==> src/rtl/inc_pulse_gen_pkg.sv <==
// Shared definitions for the inc pulse burst generator: state encodings,
// default counter width and the phase-timer width helper.
package inc_pulse_gen_pkg;

  // Matches the width of the downstream 10-bit event counter.
  localparam int unsigned CNT_W_DEFAULT = 10;

  localparam logic [1:0] S_IDLE = 2'd0;
  localparam logic [1:0] S_HIGH = 2'd1;
  localparam logic [1:0] S_LOW  = 2'd2;
  localparam logic [1:0] S_DONE = 2'd3;

  typedef enum logic [1:0] {
    StIdle = S_IDLE,
    StHigh = S_HIGH,
    StLow  = S_LOW,
    StDone = S_DONE
  } state_e;

  // Timer holds (cycles - 1), so clog2 of the longer phase is enough; never below 1 bit.
  function automatic int unsigned timer_width(input int unsigned hi, input int unsigned lo);
    int unsigned m;
    int unsigned w;
    m = (hi > lo) ? hi : lo;
    w = $clog2(m);
    return (w < 1) ? 1 : w;
  endfunction

endpackage

==> src/rtl/inc_pulse_gen_phase.sv <==
// Loadable down-counter shared by the HIGH and LOW phases. Expires when it
// reaches zero and then holds there until reloaded.
module phase_timer #(
  parameter int unsigned W = 3
) (
  input  logic         clk,
  input  logic         rst_n,
  input  logic         load,
  input  logic [W-1:0] value,
  output logic         expire
);

  logic [W-1:0] cnt_q;
  logic [W-1:0] cnt_d;

  // Next count: load wins, otherwise count down and stick at zero.
  always_comb begin
    cnt_d = cnt_q;
    if (load) begin
      cnt_d = value;
    end else if (cnt_q != '0) begin
      cnt_d = cnt_q - W'(1);
    end
  end

  // Count register.
  always_ff @(posedge clk or negedge rst_n) begin
    if (!rst_n) begin
      cnt_q <= '0;
    end else begin
      cnt_q <= cnt_d;
    end
  end

  assign expire = (cnt_q == '0);

endmodule

==> src/rtl/inc_pulse_gen.sv <==
// Burst generator for the event counter's inc input: emits exactly `count`
// pulses of HI_CYC high / LO_CYC low, then strobes done for one cycle.
module inc_pulse_gen
  import inc_pulse_gen_pkg::*;
#(
  parameter int unsigned CNT_W  = CNT_W_DEFAULT,
  parameter int unsigned HI_CYC = 6,
  parameter int unsigned LO_CYC = 6
) (
  input  logic             clk,
  input  logic             rst_n,
  input  logic             start,
  input  logic [CNT_W-1:0] count,
  input  logic             abort,
  output logic             inc,
  output logic             busy,
  output logic             done,
  output logic [CNT_W-1:0] remaining
);

  localparam int unsigned TW = timer_width(HI_CYC, LO_CYC);
  localparam logic [TW-1:0] HiLoad = TW'(HI_CYC - 1);
  localparam logic [TW-1:0] LoLoad = TW'(LO_CYC - 1);

  state_e           state_q, state_d;
  logic [CNT_W-1:0] rem_q, rem_d;
  logic             abort_pend_q, abort_pend_d;
  logic             inc_q, inc_d;
  logic             tmr_load;
  logic [TW-1:0]    tmr_value;
  logic             tmr_expire;

  phase_timer #(
    .W (TW)
  ) u_phase_timer (
    .clk    (clk),
    .rst_n  (rst_n),
    .load   (tmr_load),
    .value  (tmr_value),
    .expire (tmr_expire)
  );

  // Next-state, remaining count, pending-abort and timer reload decisions.
  always_comb begin
    state_d      = state_q;
    rem_d        = rem_q;
    abort_pend_d = abort_pend_q;
    tmr_load     = 1'b0;
    tmr_value    = HiLoad;
    unique case (state_q)
      StIdle: begin
        abort_pend_d = 1'b0;
        if (start && !abort) begin
          rem_d = count;
          if (count != '0) begin
            state_d   = StHigh;
            tmr_load  = 1'b1;
            tmr_value = HiLoad;
          end else begin
            state_d = StDone;
          end
        end
      end
      StHigh: begin
        // An abort mid-pulse is deferred so the pulse and its low gap stay full width.
        if (abort) begin
          abort_pend_d = 1'b1;
        end
        if (tmr_expire) begin
          if (rem_q != '0) begin
            rem_d = rem_q - CNT_W'(1);
          end
          state_d   = StLow;
          tmr_load  = 1'b1;
          tmr_value = LoLoad;
        end
      end
      StLow: begin
        if (abort && !abort_pend_q) begin
          state_d      = StDone;
          abort_pend_d = 1'b0;
        end else if (tmr_expire) begin
          abort_pend_d = 1'b0;
          if (abort_pend_q || (rem_q == '0)) begin
            state_d = StDone;
          end else begin
            state_d   = StHigh;
            tmr_load  = 1'b1;
            tmr_value = HiLoad;
          end
        end
      end
      StDone: begin
        abort_pend_d = 1'b0;
        state_d      = StIdle;
      end
    endcase
  end

  // inc is registered from the next state so it never glitches.
  always_comb begin
    inc_d = (state_d == StHigh);
  end

  // State, counters and the inc flop; reset drops inc immediately.
  always_ff @(posedge clk or negedge rst_n) begin
    if (!rst_n) begin
      state_q      <= StIdle;
      rem_q        <= '0;
      abort_pend_q <= 1'b0;
      inc_q        <= 1'b0;
    end else begin
      state_q      <= state_d;
      rem_q        <= rem_d;
      abort_pend_q <= abort_pend_d;
      inc_q        <= inc_d;
    end
  end

  assign inc       = inc_q;
  assign busy      = (state_q != StIdle);
  assign done      = (state_q == StDone);
  assign remaining = rem_q;

endmodule

==> config.mk <==
export PLATFORM = sky130hd
export DESIGN_NAME = inc_pulse_gen
export DESIGN_NICKNAME = d
export VERILOG_FILES = /design/src/rtl/inc_pulse_gen_pkg.sv /design/src/rtl/inc_pulse_gen_phase.sv /design/src/rtl/inc_pulse_gen.sv
export SDC_FILE = /design/constraint.sdc
export NUM_CORES = 1
export LEC_CHECK = 0
export BUFFER_PORTS_ARGS = -buffer_cell sky130_fd_sc_hd__buf_2
export CORE_MARGIN = 10
export CORE_UTILIZATION = 55
export CTS_BUF_LIST = sky130_fd_sc_hd__clkbuf_8
export DETAILED_ROUTE_END_ITERATION = 7
export PLACE_DENSITY = 0.79
export RECOVER_POWER = 50
export SLEW_MARGIN = 20
export SYNTH_ARGS = -nofsm -noshare
export SYNTH_HDL_FRONTEND = slang
export SYNTH_HIERARCHICAL = 1
export SYNTH_SLANG_ARGS = --single-unit
==> constraint.sdc <==
create_clock -name clk -period 6 [get_ports clk]
set_input_delay 0.3 -clock clk [delete_from_list [all_inputs] [get_ports clk]]
set_output_delay 0.3 -clock clk [all_outputs]
set_load 0.005 [all_outputs]
==> metrics.txt <==
run status=completed; Max VDD drop=approximately 0.34 mV; sequential element share of the synthesized area=0.3724; Final Max Slew Viols=0; Required @ worst endpoint=about 6.1 ns; Die ar.=0.004300 mm^2; post-synthesis area per instance=8.654 um^2; Detailed Route WL=3019 um; share of async-settable or async-resettable flops after synthesis=1.000; first-pass GRT wire length=5099 um; largest net degree at the start of global routing=25; initial antenna violation count=0; post-DR vias/cell=6.184; CP max FO=7; first-pass detailed-route iteration total=4; share of cells above drive strength 1=0.1646; total of fill cells in the finished design=186; PD cells=around 530 mW/mm^2; sink of the worst hold path=remaining[9]; EDFF count, synth=0; P&R area growth vs syn=16.65%; Syn Inst Count=between 100 and 150; final instance area=0.001333 mm^2; maxcap violations=0; fin crit period=2.696 ns; Die X=65.58 um; clock buffer depth=2; Slew @ Worst Pin=0.9753 ns; reg2reg end=u_phase_timer/cnt_q[1]; n_diodes=0; nets@finish=176; htree depth=1; Remaining DRCs=0; CP top delay family=simple AND/OR/NAND/NOR gates; Hold Crit Class=in2reg; post-synthesis instance area=0.001142 mm^2; final RePlAce weighted congestion=0.8748; mean routed wirelength per cell=16.32 um; clock sinks=17; register area=425.4 um^2; R2R Setup Slk=3.30 ns; total gr overflow=0; distinct cell type count of the synthesized netlist=42; area of the multi-input gates=~670 um^2; Placeable Area=0.001962 mm^2; Starting Density=0.5823; Root Buffer=clkbuf_8; RSZ-0062 raised after global routing=false; Reg2Reg Depth=8; Top FF cell, synth=dfrtp_1; FF-to-FF Start=remaining[0]; Final ANT Viol Nets=0; Buffers on Ports=26; cells along the critical path=inv_1, ha_1, or4b_1, or3_4, a32oi_1, nand2_1, nor2b_1, a311oi_1; Resized cells post-CTS=0; vias in the first global route=~1200; hold path start=count[9]; CTS tree=done; startpoint type of the worst setup path=flop; Arrival @ worst endpoint=2.84 ns; crit-path max cell delay=0.58 ns; crit path capture type=flop; Post-DP Area=approximately 0.0013 mm^2; cts bufs inserted=3; Yosys reg bits=17; Worst-Skew Late Latency=0.25 ns; DR vias=between 1000 and 1500; Tcrit/Tclk final=0.4494; Clock Skew=0.002737 ns; Final setup viols=0; Die Y=65.58 um; Pleak=0.5850 nW; row count=16; IO Count=27; Worst Hold Depth=3; worst rel slew slack=0.3498; final hold violation count=0; Starting DRT DRC Count=62; Ys Warns=6; f_max=370.9 MHz; GRT Resource Usage Total=0.1434; post-route setup TNS=0 ns; crit path kind=reg2reg; CP bufs+invs=1; HPWL Detailed=2288 um; critical-path cell with the highest stage delay=or4b_1; CTS clk-pin slew, worst paths=0.07 ns
-- cell families after synthesis --
family / after synthesis / share of synthesized area
AOI/OAI and AO/OA: 40 / 0.2454
adders and majority gates: 3 / 0.03286
buffers and inverters: 14 / 0.04710
DFF: 17 / 0.3724
muxes: 1 / 0.008763
other: 2 / 0.006574
and+or+nand+nor: 55 / 0.2870
-- registers in the layout, summed over array words and instances (netlist names) --
signal,flops
inc,1
u_phase_timer/cnt_q,3
state_q,2
abort_pend_q,1
remaining,10
-- layer usage --
layer | share of wire | global-route usage | up-vias | wire length [um]
li1 | - | - | 544 | -
met1 | 0.41 | 0.1634 | 553 | 1246
met2 | 0.51 | 0.2500 | 41 | 1531
met3 | 0.063 | 0.02881 | 6 | 191
met4 | 0.017 | 0.06684 | 0 | 51
met5 | 0 | 0 | - | 0
-- worst max path at each step --
stage            startpoint                     end  slack (ns)  cells after the start
5_1_grt        remaining[0]  u_phase_timer/cnt_q[0]        3.14                      8
4_1_cts        remaining[0]  u_phase_timer/cnt_q[1]        3.33                      8
6_report       remaining[0]  u_phase_timer/cnt_q[1]        3.30                      8
2_1_floorplan  remaining[0]  u_phase_timer/cnt_q[0]        3.57                      9
3_5_place_dp   remaining[0]  u_phase_timer/cnt_q[1]        3.34                      8
3_3_place_gp   remaining[0]  u_phase_timer/cnt_q[0]        3.48                      8
-- cells in the mapped netlist, drive strengths merged (3+ instances only) --
cell,number,share of area
nor2,11,0.036
ha,3,0.033
o31ai,4,0.026
nor4,6,0.033
nor2b,6,0.033
clkbuf,6,0.021
nand2,6,0.020
nand2b,5,0.027
inv,8,0.026
dfrtp,17,0.37
a21oi,7,0.031
nand3,3,0.013
o21ai,11,0.058
a22oi,3,0.020
nor4b,4,0.036
-- cells in the final DEF (no fill, tap or decap), drive strengths merged, types with 2 or more instances in the layout --
cell type	Yosys	layout
nand4	2	2
a21o	2	2
inv	8	9
nor2b	6	6
nor2	11	11
conb	2	3
o31ai	4	4
o2bb2ai	2	2
a31oi	2	2
nor4b	4	4
nor3b	2	2
buf	0	19
dfrtp	17	17
o21ai	11	11
nor3	2	2
nand2	6	6
nor4	6	6
a22oi	3	3
a21oi	7	7
nand2b	5	5
ha	3	3
clkbuf	6	10
or3	2	2
nand3	3	3
a22o	2	2
-- stage by stage --
step                      power (W)    util  worst slack [ns]  hold slack, ns  instances
after floorplan           0.0005096       -             3.568        0.004409        133
final                     0.0007053  0.6792             3.304          0.3252        185
after global placement    0.0006075  0.6556             3.481          0.2437        180
after global routing      0.0007666  0.6792             3.140          0.3619        185
after CTS                 0.0007108  0.6837             3.327          0.3228        185
after detailed placement  0.0006240  0.6556             3.337          0.2440        180
-- tightest hold or removal path, stage by stage --
cell and delay (ns):
buf_2 0.09, nand3_1 0.07, nand3_1 0.08
-- area by class of cell --
class | count | share of cell area
multi-input combinational | 102 | 0.5005
clock inverter | 1 | 0.002817
timing repair buffer | 27 | 0.09859
clock buffer | 3 | 0.03099
tap | 27 | 0.02535
inverter | 8 | 0.02254
sequential | 17 | 0.3192
-- what timing repair did --
item	in CTS	in global routing
hold endpoints to repair	17	0
hold buffers	1	0
buffers inserted	0	0
-- power breakdown --
part	total [W]	internal (W)	switching [W]
Sequential	0.000249	0.000173	0.0000758
Combinational	0.000373	0.000159	0.000215
Clock	0.0000831	0.0000454	0.0000378
Note: power is estimated with default switching activity, not from simulation.
